File: src/rtl/imem_boot_loader.sv
// Byte-stream boot loader: packs a framed program image into big-endian words,
// writes instruction memory, and releases the CPU reset once the checksum verifies.
module imem_boot_loader #(
    parameter logic [31:0] BASE_ADDR = 32'h0000_0000,
    parameter int          MAX_WORDS = 256
) (
    input  logic        clk,
    input  logic        reset,
    input  logic        rx_valid,
    input  logic [7:0]  rx_data,
    output logic        rx_ready,
    output logic        imem_we,
    output logic [31:0] imem_addr,
    output logic [31:0] imem_wdata,
    output logic        cpu_reset,
    output logic        load_done,
    output logic        load_error,
    output logic [15:0] word_count
);

    localparam logic [2:0] ST_WAIT_MAGIC = 3'd0;
    localparam logic [2:0] ST_LEN_HI     = 3'd1;
    localparam logic [2:0] ST_LEN_LO     = 3'd2;
    localparam logic [2:0] ST_DATA       = 3'd3;
    localparam logic [2:0] ST_CHECK      = 3'd4;
    localparam logic [2:0] ST_DONE       = 3'd5;
    localparam logic [2:0] ST_ERROR      = 3'd6;

    localparam logic [7:0]  MAGIC   = 8'hA5;
    localparam logic [16:0] MAX_LEN = 17'(MAX_WORDS);

    function automatic logic [7:0] chk_update(input logic [7:0] chk, input logic [7:0] data);
        return chk ^ data;
    endfunction

    logic [2:0]  state_r;
    logic [2:0]  next_state_s;
    logic [15:0] len_r;
    logic [23:0] word_r;
    logic [1:0]  byte_cnt_r;
    logic [7:0]  chk_r;
    logic [15:0] word_count_r;
    logic        rx_ready_r;
    logic        imem_we_r;
    logic [31:0] imem_addr_r;
    logic [31:0] imem_wdata_r;
    logic        cpu_reset_r;
    logic        load_done_r;
    logic        load_error_r;
    logic        accept_s;
    logic [15:0] len_s;
    logic        last_word_s;

    // Handshake and decode helpers for the byte currently on the bus
    always_comb begin
        accept_s    = rx_valid && rx_ready_r;
        len_s       = {len_r[15:8], rx_data};
        last_word_s = (16'(word_count_r + 16'd1) == len_r);
    end

    // Frame parser next-state logic; idle cycles hold the current state
    always_comb begin
        next_state_s = state_r;
        case (state_r)
            ST_WAIT_MAGIC: begin
                if (accept_s && (rx_data == MAGIC)) next_state_s = ST_LEN_HI;
                else                                next_state_s = state_r;
            end
            ST_LEN_HI: begin
                if (accept_s) next_state_s = ST_LEN_LO;
                else          next_state_s = state_r;
            end
            ST_LEN_LO: begin
                if (!accept_s)                      next_state_s = state_r;
                else if ({1'b0, len_s} > MAX_LEN)   next_state_s = ST_ERROR;
                else if (len_s == 16'd0)            next_state_s = ST_CHECK;
                else                                next_state_s = ST_DATA;
            end
            ST_DATA: begin
                if (accept_s && (byte_cnt_r == 2'd3) && last_word_s) next_state_s = ST_CHECK;
                else                                                 next_state_s = state_r;
            end
            ST_CHECK: begin
                if (!accept_s)              next_state_s = state_r;
                else if (rx_data == chk_r)  next_state_s = ST_DONE;
                else                        next_state_s = ST_ERROR;
            end
            ST_DONE: next_state_s = ST_DONE;
            ST_ERROR: begin
                if (accept_s && (rx_data == MAGIC)) next_state_s = ST_LEN_HI;
                else                                next_state_s = state_r;
            end
            default: next_state_s = ST_WAIT_MAGIC;
        endcase
    end

    // State, status flags and write-port datapath; status is decoded from next state
    always_ff @(posedge clk) begin
        if (reset) begin
            state_r      <= ST_WAIT_MAGIC;
            len_r        <= 16'd0;
            word_r       <= 24'd0;
            byte_cnt_r   <= 2'd0;
            chk_r        <= 8'd0;
            word_count_r <= 16'd0;
            rx_ready_r   <= 1'b0;
            imem_we_r    <= 1'b0;
            imem_addr_r  <= BASE_ADDR;
            imem_wdata_r <= 32'd0;
            cpu_reset_r  <= 1'b1;
            load_done_r  <= 1'b0;
            load_error_r <= 1'b0;
        end else begin
            state_r      <= next_state_s;
            rx_ready_r   <= (next_state_s != ST_DONE);
            load_done_r  <= (next_state_s == ST_DONE);
            cpu_reset_r  <= (next_state_s != ST_DONE);
            load_error_r <= (next_state_s == ST_ERROR);
            imem_we_r    <= 1'b0;
            if (accept_s) begin
                case (state_r)
                    ST_LEN_HI: len_r[15:8] <= rx_data;
                    ST_LEN_LO: begin
                        len_r        <= len_s;
                        word_count_r <= 16'd0;
                        chk_r        <= 8'd0;
                        byte_cnt_r   <= 2'd0;
                    end
                    ST_DATA: begin
                        word_r     <= {word_r[15:0], rx_data};
                        chk_r      <= chk_update(chk_r, rx_data);
                        byte_cnt_r <= 2'(byte_cnt_r + 2'd1);
                        if (byte_cnt_r == 2'd3) begin
                            imem_we_r    <= 1'b1;
                            imem_addr_r  <= BASE_ADDR + {14'd0, word_count_r, 2'b00};
                            imem_wdata_r <= {word_r, rx_data};
                            word_count_r <= 16'(word_count_r + 16'd1);
                        end
                    end
                    ST_ERROR: begin
                        if (rx_data == MAGIC) begin
                            word_count_r <= 16'd0;
                            chk_r        <= 8'd0;
                            byte_cnt_r   <= 2'd0;
                        end
                    end
                    default: ;
                endcase
            end
        end
    end

    assign rx_ready   = rx_ready_r;
    assign imem_we    = imem_we_r;
    assign imem_addr  = imem_addr_r;
    assign imem_wdata = imem_wdata_r;
    assign cpu_reset  = cpu_reset_r;
    assign load_done  = load_done_r;
    assign load_error = load_error_r;
    assign word_count = word_count_r;

endmodule
File: config.mk
export PLATFORM = sky130hd
export DESIGN_NAME = imem_boot_loader
export DESIGN_NICKNAME = d
export VERILOG_FILES = /design/src/rtl/imem_boot_loader.sv
export SDC_FILE = /design/constraint.sdc
export NUM_CORES = 1
export LEC_CHECK = 0
export ABC_CLOCK_PERIOD_IN_PS = 3500
export BUFFER_PORTS_ARGS = -buffer_cell sky130_fd_sc_hd__buf_2
export CELL_PAD_IN_SITES_DETAIL_PLACEMENT = 0
export CELL_PAD_IN_SITES_GLOBAL_PLACEMENT = 1
export CORE_ASPECT_RATIO = 2
export CORE_MARGIN = 8
export CORE_UTILIZATION = 44
export DETAILED_ROUTE_END_ITERATION = 12
export PLACE_DENSITY = 0.84
export SLEW_MARGIN = 20
export SYNTH_ARGS = -nofsm -noshare
export SYNTH_HDL_FRONTEND = slang
export SYNTH_SLANG_ARGS = --single-unit
File: constraint.sdc
create_clock -name clk -period 3.5 [get_ports clk]
set_input_delay 0.7 -clock clk [delete_from_list [all_inputs] [get_ports clk]]
set_output_delay 0.7 -clock clk [all_outputs]
set_load 0.05 [all_outputs]
==> results.ini <==
[synth]
synthFlopType=dfxtp_1
synth-adder-area-share_pct=0.455
syn-cell-area_um2=5500
synth_top_family_by_area=simple AND/OR/NAND/NOR gates
synth-seq-area-share_pct=44.4
post_synth_and_or_nand_nor_area_fraction_pct=24.0
synth_async_sr_flop_share_pct=0
synth_mux_area_share_pct=2.91
synthXorXnorAreaFrac_pct=4.46
complex_gate_fraction_of_the_synthesized_area_pct=16.7
post_synth.cell_area_avg_um2=7.91
synth_cells=695
yosys_warnings=0
ys_types=54
synth_enable_flop_cells=0
number_of_synthesized_register_bits=122

[die]
total_core_area_um2=12400
fp.dieArea_um2=16500
placement_rows=58
die_width_um=95.0
io-pin-count=96
dieHeight_um=174
start_util_pct=44.3

[pwr]
vdd_drop_max_v=0.000461
power_density_nw_per_um2=506
static-leakage-power_nw=2.51

[setup_path]
cp_cell_sequence=ha_1 > nand3_1 > or4_1 > xnor2_1 > nand4_1 > o41ai_2 > and2_1
critPathMaxFanout=9
cp-start-kind=flip-flop
critical_path.reg2reg.startpoint=word_count[0]
cp_slowest_stage_delay_ns=0.63
critical_path.endpoint_type=flip-flop
cp.required_ns=3.85
setup.reg_to_reg.worst_slack_ns=0.80
critical_path_arrival_ns=3.05
worst-r2r-cell-count=7
critPathSlowestCell=or4_1
critical_path_class=reg2reg
critical_path.reg2reg.endpoint=load_done

[global_routing]
grt_start_max_net_pins=75
vias_in_the_first_global_route=4664
grt_use_total_pct=17.8
grt.overflow.total=0
wire_length_of_the_first_global_routing_pass_um=23600
number_of_antenna_violations_at_the_first_check_in_global_routing=0

[routing]
drt_first_iter_violations=393
drc=0
dr_wl_cell_um=15.7
vias=4874
drtAntennaViolNets=0
routed_wl_um=14300
route.detailed.vias_per_inst=5.36
dr.pass1.iters=5

[sta]
fmaxAchievable_ghz=0.371
worst_hold_slack_ns=0.450
totalNegativeSetupSlack_ns=0
report.final.hold_viol_count=0
post_route_minimum_period_ns=2.70
setup-violations-final=0
worst-slew-pin-transition_ns=0.830
max_slew_margin_pct=44.5
grt_setup_unrepaired=false
clock-skew-final_ns=0.00484
maxSlewViolCount=0
layout_worst_path_cycle_share_pct=77.1

[place]
portBuffers=79
detailedPlacementHpwl_um=9940
globalplace.congestion=0.905

[hold_path]
whs_endpoint=imem_wdata[23]
min_path_cells=2
hold_path_class=reg2reg
hold_path_startpoint=imem_wdata[23]

[run]
maxCapViolations=0

[clocking]
clk_latency_ns=0.41
clkTransAtPathRegs_ns=0.06
ctsLongestPathBuffers=2
tritoncts=done
cts_root_buf=clkbuf_16
post_cts.resized_instances=0
numCtsBuffers=17
cts.sinks=122
h_tree_depth=4
post_cts_hold_buffer_count=0
postCtsSetupBuffers=0

[final_layout]
regArea_um2=2440
post_route_cells_drive_above_1_share_pct=18.0
flow.area_growth_from_synthesis_pct=17.9
layout.filler_cells=1238
multi_input_area_um2=2740
layout.nets=760
n_antenna_cell=0

[outcome]
run_status=finished, final reports clean

## synth_stat cells, drive strengths merged, types with 2 or more instances
| cell type | n | share of area (%) |
|---|---|---|
| a22oi | 5 | 0.77 |
| and2 | 6 | 0.68 |
| nand2b | 2 | 0.23 |
| dfxtp | 122 | 44 |
| or2 | 2 | 0.23 |
| nor2b | 9 | 1.0 |
| and4 | 2 | 0.32 |
| nand3 | 11 | 1.0 |
| a21oi | 95 | 8.7 |
| mux2i | 16 | 2.9 |
| buf | 27 | 3.6 |
| or4 | 6 | 0.89 |
| inv | 6 | 0.41 |
| o22ai | 2 | 0.23 |
| nor2 | 51 | 3.5 |
| nand2 | 158 | 11 |
| o21ai | 25 | 2.4 |
| nor4 | 11 | 1.3 |
| xnor2 | 13 | 2.1 |
| a211oi | 4 | 0.77 |
| or3 | 8 | 1.0 |
| xor2 | 15 | 2.4 |
| a31oi | 4 | 0.46 |
| nand4 | 10 | 1.1 |
| and3 | 4 | 0.46 |
| o21a | 2 | 0.27 |
| clkbuf | 45 | 3.1 |
| o2111ai | 2 | 0.32 |
| nand3b | 5 | 0.68 |
| o211ai | 2 | 0.27 |
| nor3 | 7 | 0.64 |
| a311oi | 4 | 0.64 |
| ha | 2 | 0.46 |
## layout by cell type, fill, tap and decap left out, drive strengths merged, types with 13 or more instances in the layout
master and count:
clkbuf 20, xnor2 13, buf 90, xor2 15, mux2i 16, a21oi 95
nor2 51, dfxtp 122, conb 16, nand2 158, o21ai 25
## per-layer routing
layer  GRT usage (%)  part of all wire, %  vias up
met5               0                    0        -
met4            7.34                  2.4        0
met3            4.62                  5.9       25
met2            28.0                   48      140
met1            22.2                   44     2262
li1                -                    -     2447
## critical path, delay by kind of cell, from the launching register on
family / cells / cell delay, ns
adder cells (fa/ha/maj): 1 / 0.32
AND/OR/NAND/NOR: 4 / 1.16
AO/OA/AOI/OAI: 1 / 0.44
XOR/XNOR: 1 / 0.22
flip-flops: 1 / 0.51
## power breakdown
group          internal, mW  total [mW]  leakage, nW  switching (mW)
sequential             1.39        1.40        0.983         0.00613
combinational        0.0273       0.130         1.25           0.102
clock                  1.09        1.75        0.272           0.654
total                  2.51        3.28         2.51           0.762
## cells by family after synthesis
group	count (synthesis)
other	1
buffers and inverters	78
and+or+nand+nor	293
AOI/OAI and AO/OA	155
adders and majority gates	2
DFF	122
muxes	16
xor gates and xnor gates	28
## flip-flops by register name, indices dropped and copies added, names as in the netlist
| signal | count |
|---|---|
| len_r | 16 |
| word_count | 16 |
| imem_wdata | 32 |
| rx_ready | 1 |
| load_done | 1 |
| imem_we | 1 |
| state_r | 3 |
| imem_addr | 16 |
| cpu_reset | 1 |
| byte_cnt_r | 2 |
| word_r | 24 |
| chk_r | 8 |
| load_error | 1 |
## worst max-delay path by stage
stage,slack [ns],cells past startpoint,startpoint,to
after floorplan,0.89,8,rx_data[3],word_count[6]
after global placement,0.77,7,rx_data[1],word_count[9]
after detailed placement,0.71,7,rx_data[1],word_count[10]
after CTS,0.82,7,word_count[0],load_done
after global routing,0.63,7,word_count[0],cpu_reset
final,0.80,7,word_count[0],load_done
## final cells by class
type	instances	area share (%)
Clock buffer	20	7.05
Tap cell	150	2.90
Inverter	6	0.348
Clock inverter	12	2.16
Multi-Input combinational cell	510	42.2
Timing Repair Buffer	90	7.61
Sequential cell	122	37.7
## metrics by stage
stage	power [mW]	util (%)	std cells	instance area [µm²]	setup WS (ns)
floorplan	1.55	-	710	5550	0.886
global placement	1.56	47.4	878	5880	0.769
detailed placement	1.56	47.4	878	5880	0.712
CTS	3.30	52.2	910	6480	0.823
global route	3.39	52.2	910	6480	0.626
finish	3.28	52.2	910	6480	0.802
(Power assumes the default switching activity.)
